### src/rtl/fetch_unit_pkg.sv
// Shared fetch-stage constants: instruction encodings, reset PC, FSM state codes.
// Latency: n/a (declarations only).
// Backpressure: n/a.
package fetch_unit_pkg;

  localparam logic [31:0] RESET_PC_DEFAULT  = 32'h0000_0000;
  localparam logic [31:0] HALT_INSN_DEFAULT = 32'hFFFF_FFFF;
  localparam logic [31:0] NOP_INSN_DEFAULT  = 32'h0000_0000;
  localparam logic [31:0] WORD_BYTES        = 32'd4;

  typedef enum logic [1:0] {
    FETCH_START  = 2'd0,
    FETCH_RUN    = 2'd1,
    FETCH_HALTED = 2'd2
  } fetch_state_t;

  // Instruction addresses are always word aligned; low two bits are dropped.
  function automatic logic [31:0] word_align(input logic [31:0] addr);
    return {addr[31:2], 2'b00};
  endfunction

endpackage

### src/rtl/fetch_unit_pc_register.sv
// Program counter register with load enable, reset to RESET_VAL.
// Latency: loaded value visible one cycle after the enabled edge.
// Backpressure: holds its value whenever load_en is low.
module fetch_unit_pc_register
  import fetch_unit_pkg::*;
#(
  parameter logic [31:0] RESET_VAL = RESET_PC_DEFAULT
) (
  input  logic        clk,
  input  logic        rst_n,
  input  logic        load_en,
  input  logic [31:0] load_val,
  output logic [31:0] pc
);

  // PC state: reset value, else load when enabled.
  always_ff @(posedge clk or negedge rst_n) begin
    if (!rst_n) begin
      pc <= RESET_VAL;
    end else if (load_en) begin
      pc <= load_val;
    end
  end

endmodule

### src/rtl/fetch_unit.sv
// Instruction fetch: drives PC to async-read imem, captures into IF/ID; stall/redirect/halt.
// Latency: inst_addr is combinational from PC; IF/ID updates one edge after the fetch.
// Backpressure: stall freezes PC and IF/ID; redirect overrides stall. Optional FETCH_PERF_CNT_EN adds counters.
module fetch_unit
  import fetch_unit_pkg::*;
#(
  parameter logic [31:0] RESET_PC  = RESET_PC_DEFAULT,
  parameter logic [31:0] HALT_INSN = HALT_INSN_DEFAULT,
  parameter logic [31:0] NOP_INSN  = NOP_INSN_DEFAULT
) (
  input  logic        clk,
  input  logic        rst_n,
  input  logic        stall,
  input  logic        redirect,
  input  logic [31:0] redirect_target,
  output logic [31:0] inst_addr,
  input  logic [31:0] instruction,
  output logic [31:0] if_id_inst,
  output logic [31:0] if_id_pc_plus4,
  output logic        if_id_valid,
  output logic        halted
`ifdef FETCH_PERF_CNT_EN
  ,
  output logic [31:0] fetch_count,
  output logic [31:0] bubble_count
`endif
);

  fetch_state_t state, state_nxt;
  logic [31:0]  pc;
  logic [31:0]  pc_plus4;
  logic [31:0]  pc_next;
  logic         pc_load;
  logic         capture;
  logic         bubble;
  logic         halt_set;

  assign inst_addr = pc;
  assign pc_plus4  = pc + WORD_BYTES;

  fetch_unit_pc_register #(
    .RESET_VAL (RESET_PC)
  ) u_pc (
    .clk      (clk),
    .rst_n    (rst_n),
    .load_en  (pc_load),
    .load_val (pc_next),
    .pc       (pc)
  );

  // FSM state register.
  always_ff @(posedge clk or negedge rst_n) begin
    if (!rst_n) begin
      state <= FETCH_START;
    end else begin
      state <= state_nxt;
    end
  end

  // Next-state and per-edge action select: redirect > stall > halt > capture.
  always_comb begin
    state_nxt = state;
    pc_load   = 1'b0;
    pc_next   = pc;
    capture   = 1'b0;
    bubble    = 1'b0;
    halt_set  = 1'b0;
    case (state)
      FETCH_START: begin
        // One settle cycle for the memory at RESET_PC; nothing captured.
        state_nxt = FETCH_RUN;
      end
      FETCH_RUN: begin
        if (redirect) begin
          pc_load = 1'b1;
          pc_next = word_align(redirect_target);
          bubble  = 1'b1;
        end else if (stall) begin
          // Hold everything.
        end else if (instruction == HALT_INSN) begin
          // Unknown bits make the compare non-true, so X words fall through to capture.
          bubble    = 1'b1;
          halt_set  = 1'b1;
          state_nxt = FETCH_HALTED;
        end else begin
          capture = 1'b1;
          pc_load = 1'b1;
          pc_next = pc_plus4;
        end
      end
      FETCH_HALTED: begin
        // Terminal until reset; stall and redirect are ignored.
      end
      default: begin
        state_nxt = FETCH_START;
      end
    endcase
  end

  // IF/ID pipeline register and sticky halt flag.
  always_ff @(posedge clk or negedge rst_n) begin
    if (!rst_n) begin
      if_id_inst     <= NOP_INSN;
      if_id_pc_plus4 <= 32'h0000_0000;
      if_id_valid    <= 1'b0;
      halted         <= 1'b0;
    end else begin
      if (bubble) begin
        if_id_inst     <= NOP_INSN;
        if_id_pc_plus4 <= 32'h0000_0000;
        if_id_valid    <= 1'b0;
      end else if (capture) begin
        if_id_inst     <= instruction;
        if_id_pc_plus4 <= pc_plus4;
        if_id_valid    <= 1'b1;
      end
      if (halt_set) begin
        halted <= 1'b1;
      end
    end
  end

`ifdef FETCH_PERF_CNT_EN
  // Performance counters: captures and inserted bubbles, wrapping; stalls count nowhere.
  always_ff @(posedge clk or negedge rst_n) begin
    if (!rst_n) begin
      fetch_count  <= 32'h0000_0000;
      bubble_count <= 32'h0000_0000;
    end else begin
      if (capture) begin
        fetch_count <= fetch_count + 32'd1;
      end
      if (bubble) begin
        bubble_count <= bubble_count + 32'd1;
      end
    end
  end
`endif

endmodule

### config.mk
export PLATFORM = sky130hd
export DESIGN_NAME = fetch_unit
export DESIGN_NICKNAME = d
export VERILOG_FILES = /design/src/rtl/fetch_unit_pkg.sv /design/src/rtl/fetch_unit_pc_register.sv /design/src/rtl/fetch_unit.sv
export SDC_FILE = /design/constraint.sdc
export NUM_CORES = 1
export LEC_CHECK = 0
export ABC_AREA = 1
export CORE_ASPECT_RATIO = 1.75
export CORE_MARGIN = 4
export CORE_UTILIZATION = 46
export CTS_CLUSTER_SIZE = 20
export DETAILED_ROUTE_END_ITERATION = 12
export PLACE_DENSITY_LB_ADDON = 0.1
export SYNTH_ARGS = -nofsm -noshare
export SYNTH_HDL_FRONTEND = slang
export SYNTH_SLANG_ARGS = --single-unit
### constraint.sdc
create_clock -name clk -period 1.6 [get_ports clk]
set_input_delay 0.16 -clock clk [delete_from_list [all_inputs] [get_ports clk]]
set_output_delay 0.16 -clock clk [all_outputs]
set_load 0.01 [all_outputs]
==> impl_metrics.json <==
{
  "antenna_found_initial": 0,
  "yosysTopAreaCell": "dfrtp_1",
  "rsz0062_at_grt": "yes",
  "async_flop_share_pct": 100,
  "clockRootBuffer": "clkbuf_16",
  "layout-drive-gt1-share_pct": 16.0,
  "vdd_drop_max_uv": 803,
  "die_area_um2": 12700,
  "fp.dieH_um": 146,
  "yosysWarnings": 0,
  "diodes": 0,
  "power.total_mw": 7.08,
  "pin_count": 166,
  "yosys.area.top_type_share_pct": 48.3,
  "area_growth_pct": 53.5,
  "gp_congestion": 0.952,
  "grt.total_usage_pct": 25.5,
  "maxCapViolCount": 0,
  "grt_start_max_net_pins": 44,
  "ys_ff_latch": 97,
  "path_max_fanout": 3,
  "period_needed_ns": 1.58,
  "portBuffers": 161,
  "grt_pass1_wl_um": 25500,
  "post_drt_wl_per_cell_um": 15.5,
  "synthFlopType": "dfrtp_1",
  "start_util_pct": 47.0,
  "synth_common_cells": "nand2_1 (378), dfrtp_1 (97), nor2_1 (73)",
  "fin_worst_skew_ns": 0.00789,
  "pre_cts_ws_ns": -0.305,
  "cp-end-kind": "output port",
  "place_inst": 1015,
  "dp_hpwl_um": 12200,
  "final_util_pct": 72.2,
  "setup_slack_ns": 0.0239,
  "clk_pin_slew_ns": 0.07,
  "grt_overflow": 0,
  "first_iter_violations": 226,
  "critical_path_required_ns": 1.44,
  "synth_edf_count": 0,
  "startpoint_type": "flop",
  "ant_nets": 0,
  "clk-insertion-delay-late_ns": 0.34,
  "fmax_mhz": 634,
  "syn_avg_cell_area_um2": 7.16,
  "p_leak_nw": 3.78,
  "die_w_um": 87.0,
  "fin_area_um2": 7720,
  "ys_seq_area_share_pct": 48.3,
  "vias_per_cell": 5.07,
  "powerDensity_nw_per_um2": 917,
  "final_cells": 1045,
  "status": "finished, final reports clean",
  "hold_class": "input pin to async pin",
  "cts_buffers": 9,
  "layout.nets": 980,
  "drc": 0,
  "regToRegSetupSlack_ns": 0.06,
  "layout_worst_path_cycle_share_pct": 98.5,
  "yosys-top-cells-area": "dfrtp_1 (48%), nand2_1 (28%), nor2_1 (5.4%)",
  "yosysMostFrequentCell": "nand2_1",
  "wirelength_um": 16200,
  "clk_path_buf_depth": 2,
  "cts_tree": "done",
  "grt_pass1_vias": 5383,
  "core_area_um2": 10700,
  "ys_types": 27,
  "vias": 5293,
  "placed_area_um2": 7080,
  "row_count": 50,
  "htreeDepth": 3,
  "final-max-slew-violation-count": 0,
  "arrival_ns": 1.42,
  "final-hold-violation-count": 0,
  "netlist_area_um2": 5030,
  "drt-pass1-iter-count": 5,
  "cts.sinks": 97,
  "critPathKind": "flop to output port",
  "synth_cells": 702,
  "setup_violations": 0
}
registers in the layout, summed over array words and instances (netlist names):
register,flops
halted,1
if_id_inst,32
state,2
u_pc.pc,30
if_id_valid,1
if_id_pc_plus4,31
cells by family (layout without fill, tap and decap cells):
group / after synthesis / after routing / share of synthesized area [%]
other: 1 / 2 / 0.0746
muxes: 2 / 2 / 0.398
adders and majority gates: 1 / 1 / 0.249
and+or+nand+nor: 508 / 508 / 41.0
AOI/OAI and AO/OA: 32 / 32 / 3.76
buffers and inverters: 53 / 265 / 4.90
xor gates and xnor gates: 8 / 8 / 1.39
DFF: 97 / 97 / 48.3
layout make-up:
type,instances,area [um2]
Clock buffer,9,225
Clock inverter,6,90.1
Multi-Input combinational cell,553,2530
Timing Repair Buffer,222,2160
Inverter,28,108
Fill cell,849,2980
Sequential cell,97,2440
Tap cell,130,163
worst paths after layout:
| path | start | endpoint | cells past startpoint |
|---|---|---|---|
| worst max-delay path | u_pc.pc[7]$_DFFE_PN0P_ | inst_addr[7] | 2 |
| worst min-delay path | rst_n | if_id_pc_plus4[18]$_DFFE_PN0P_ | 2 |
| worst max register to register | u_pc.pc[13]$_DFFE_PN0P_ | if_id_pc_plus4[24]$_DFFE_PN0P_ | 9 |
| worst min register to register | state[1]$_DFFE_PN0P_ | state[0]$_DFFE_PN0P_ | 1 |
| max in group asynchronous | rst_n | u_pc.pc[27]$_DFFE_PN0P_ | 3 |
| min in group clk | instruction[5] | if_id_inst[5]$_DFFE_PN0P_ | 3 |
metrics by stage:
step | hold slack, ns | TNS, ns
finish | 0.279 | 0
global route | 0.313 | -0.262
CTS | 0.292 | 0
detailed placement | 0.116 | -18.52
global placement | 0.110 | -17.82
floorplan | -0.136 | 0
power by group:
part,leakage (nW),total (mW),switching (mW),internal [mW]
logic,2.41,1.84,0.900,0.940
clock network,0.152,2.33,0.959,1.37
registers,1.22,2.91,0.209,2.70
what timing repair did:
item	in CTS	in global routing
endpoints found under the hold margin	23	0
buffers inserted	4	10
pin swaps	0	10
hold buffers	1	0
gates resized for setup	16	54
setup endpoints to repair	21	59
metal layers:
metal  GRT usage [%]  up-vias  part of all wire (%)
li1                -     2568                     -
met1            28.1     2459                    37
met2            45.4      220                    52
met3            4.97       46                   6.0
met4            12.0        0                   4.3
met5               0        -                     0
critical path: stages, from the launching register on:
cell	delay, ns
dfrtp_1	0.40
buf_4	0.14
clkdlybuf4s50_1	0.53
cell usage in the layout (no fill, tap or decap), drive strengths merged, types with 2 or more instances in the layout:
| cell type | n |
|---|---|
| buf | 62 |
| bufinv | 2 |
| clkbuf | 9 |
| clkdlybuf4s50 | 149 |
| conb | 2 |
| dfrtp | 97 |
| dlygate4sd2 | 3 |
| dlymetal6s2s | 7 |
| inv | 30 |
| mux2i | 2 |
| nand2 | 383 |
| nand3 | 25 |
| nand3b | 11 |
| nand4 | 3 |
| nor2 | 85 |
| o21ai | 27 |
| o21bai | 3 |
| xor2 | 8 |
Power figures use the tool's default switching activity.
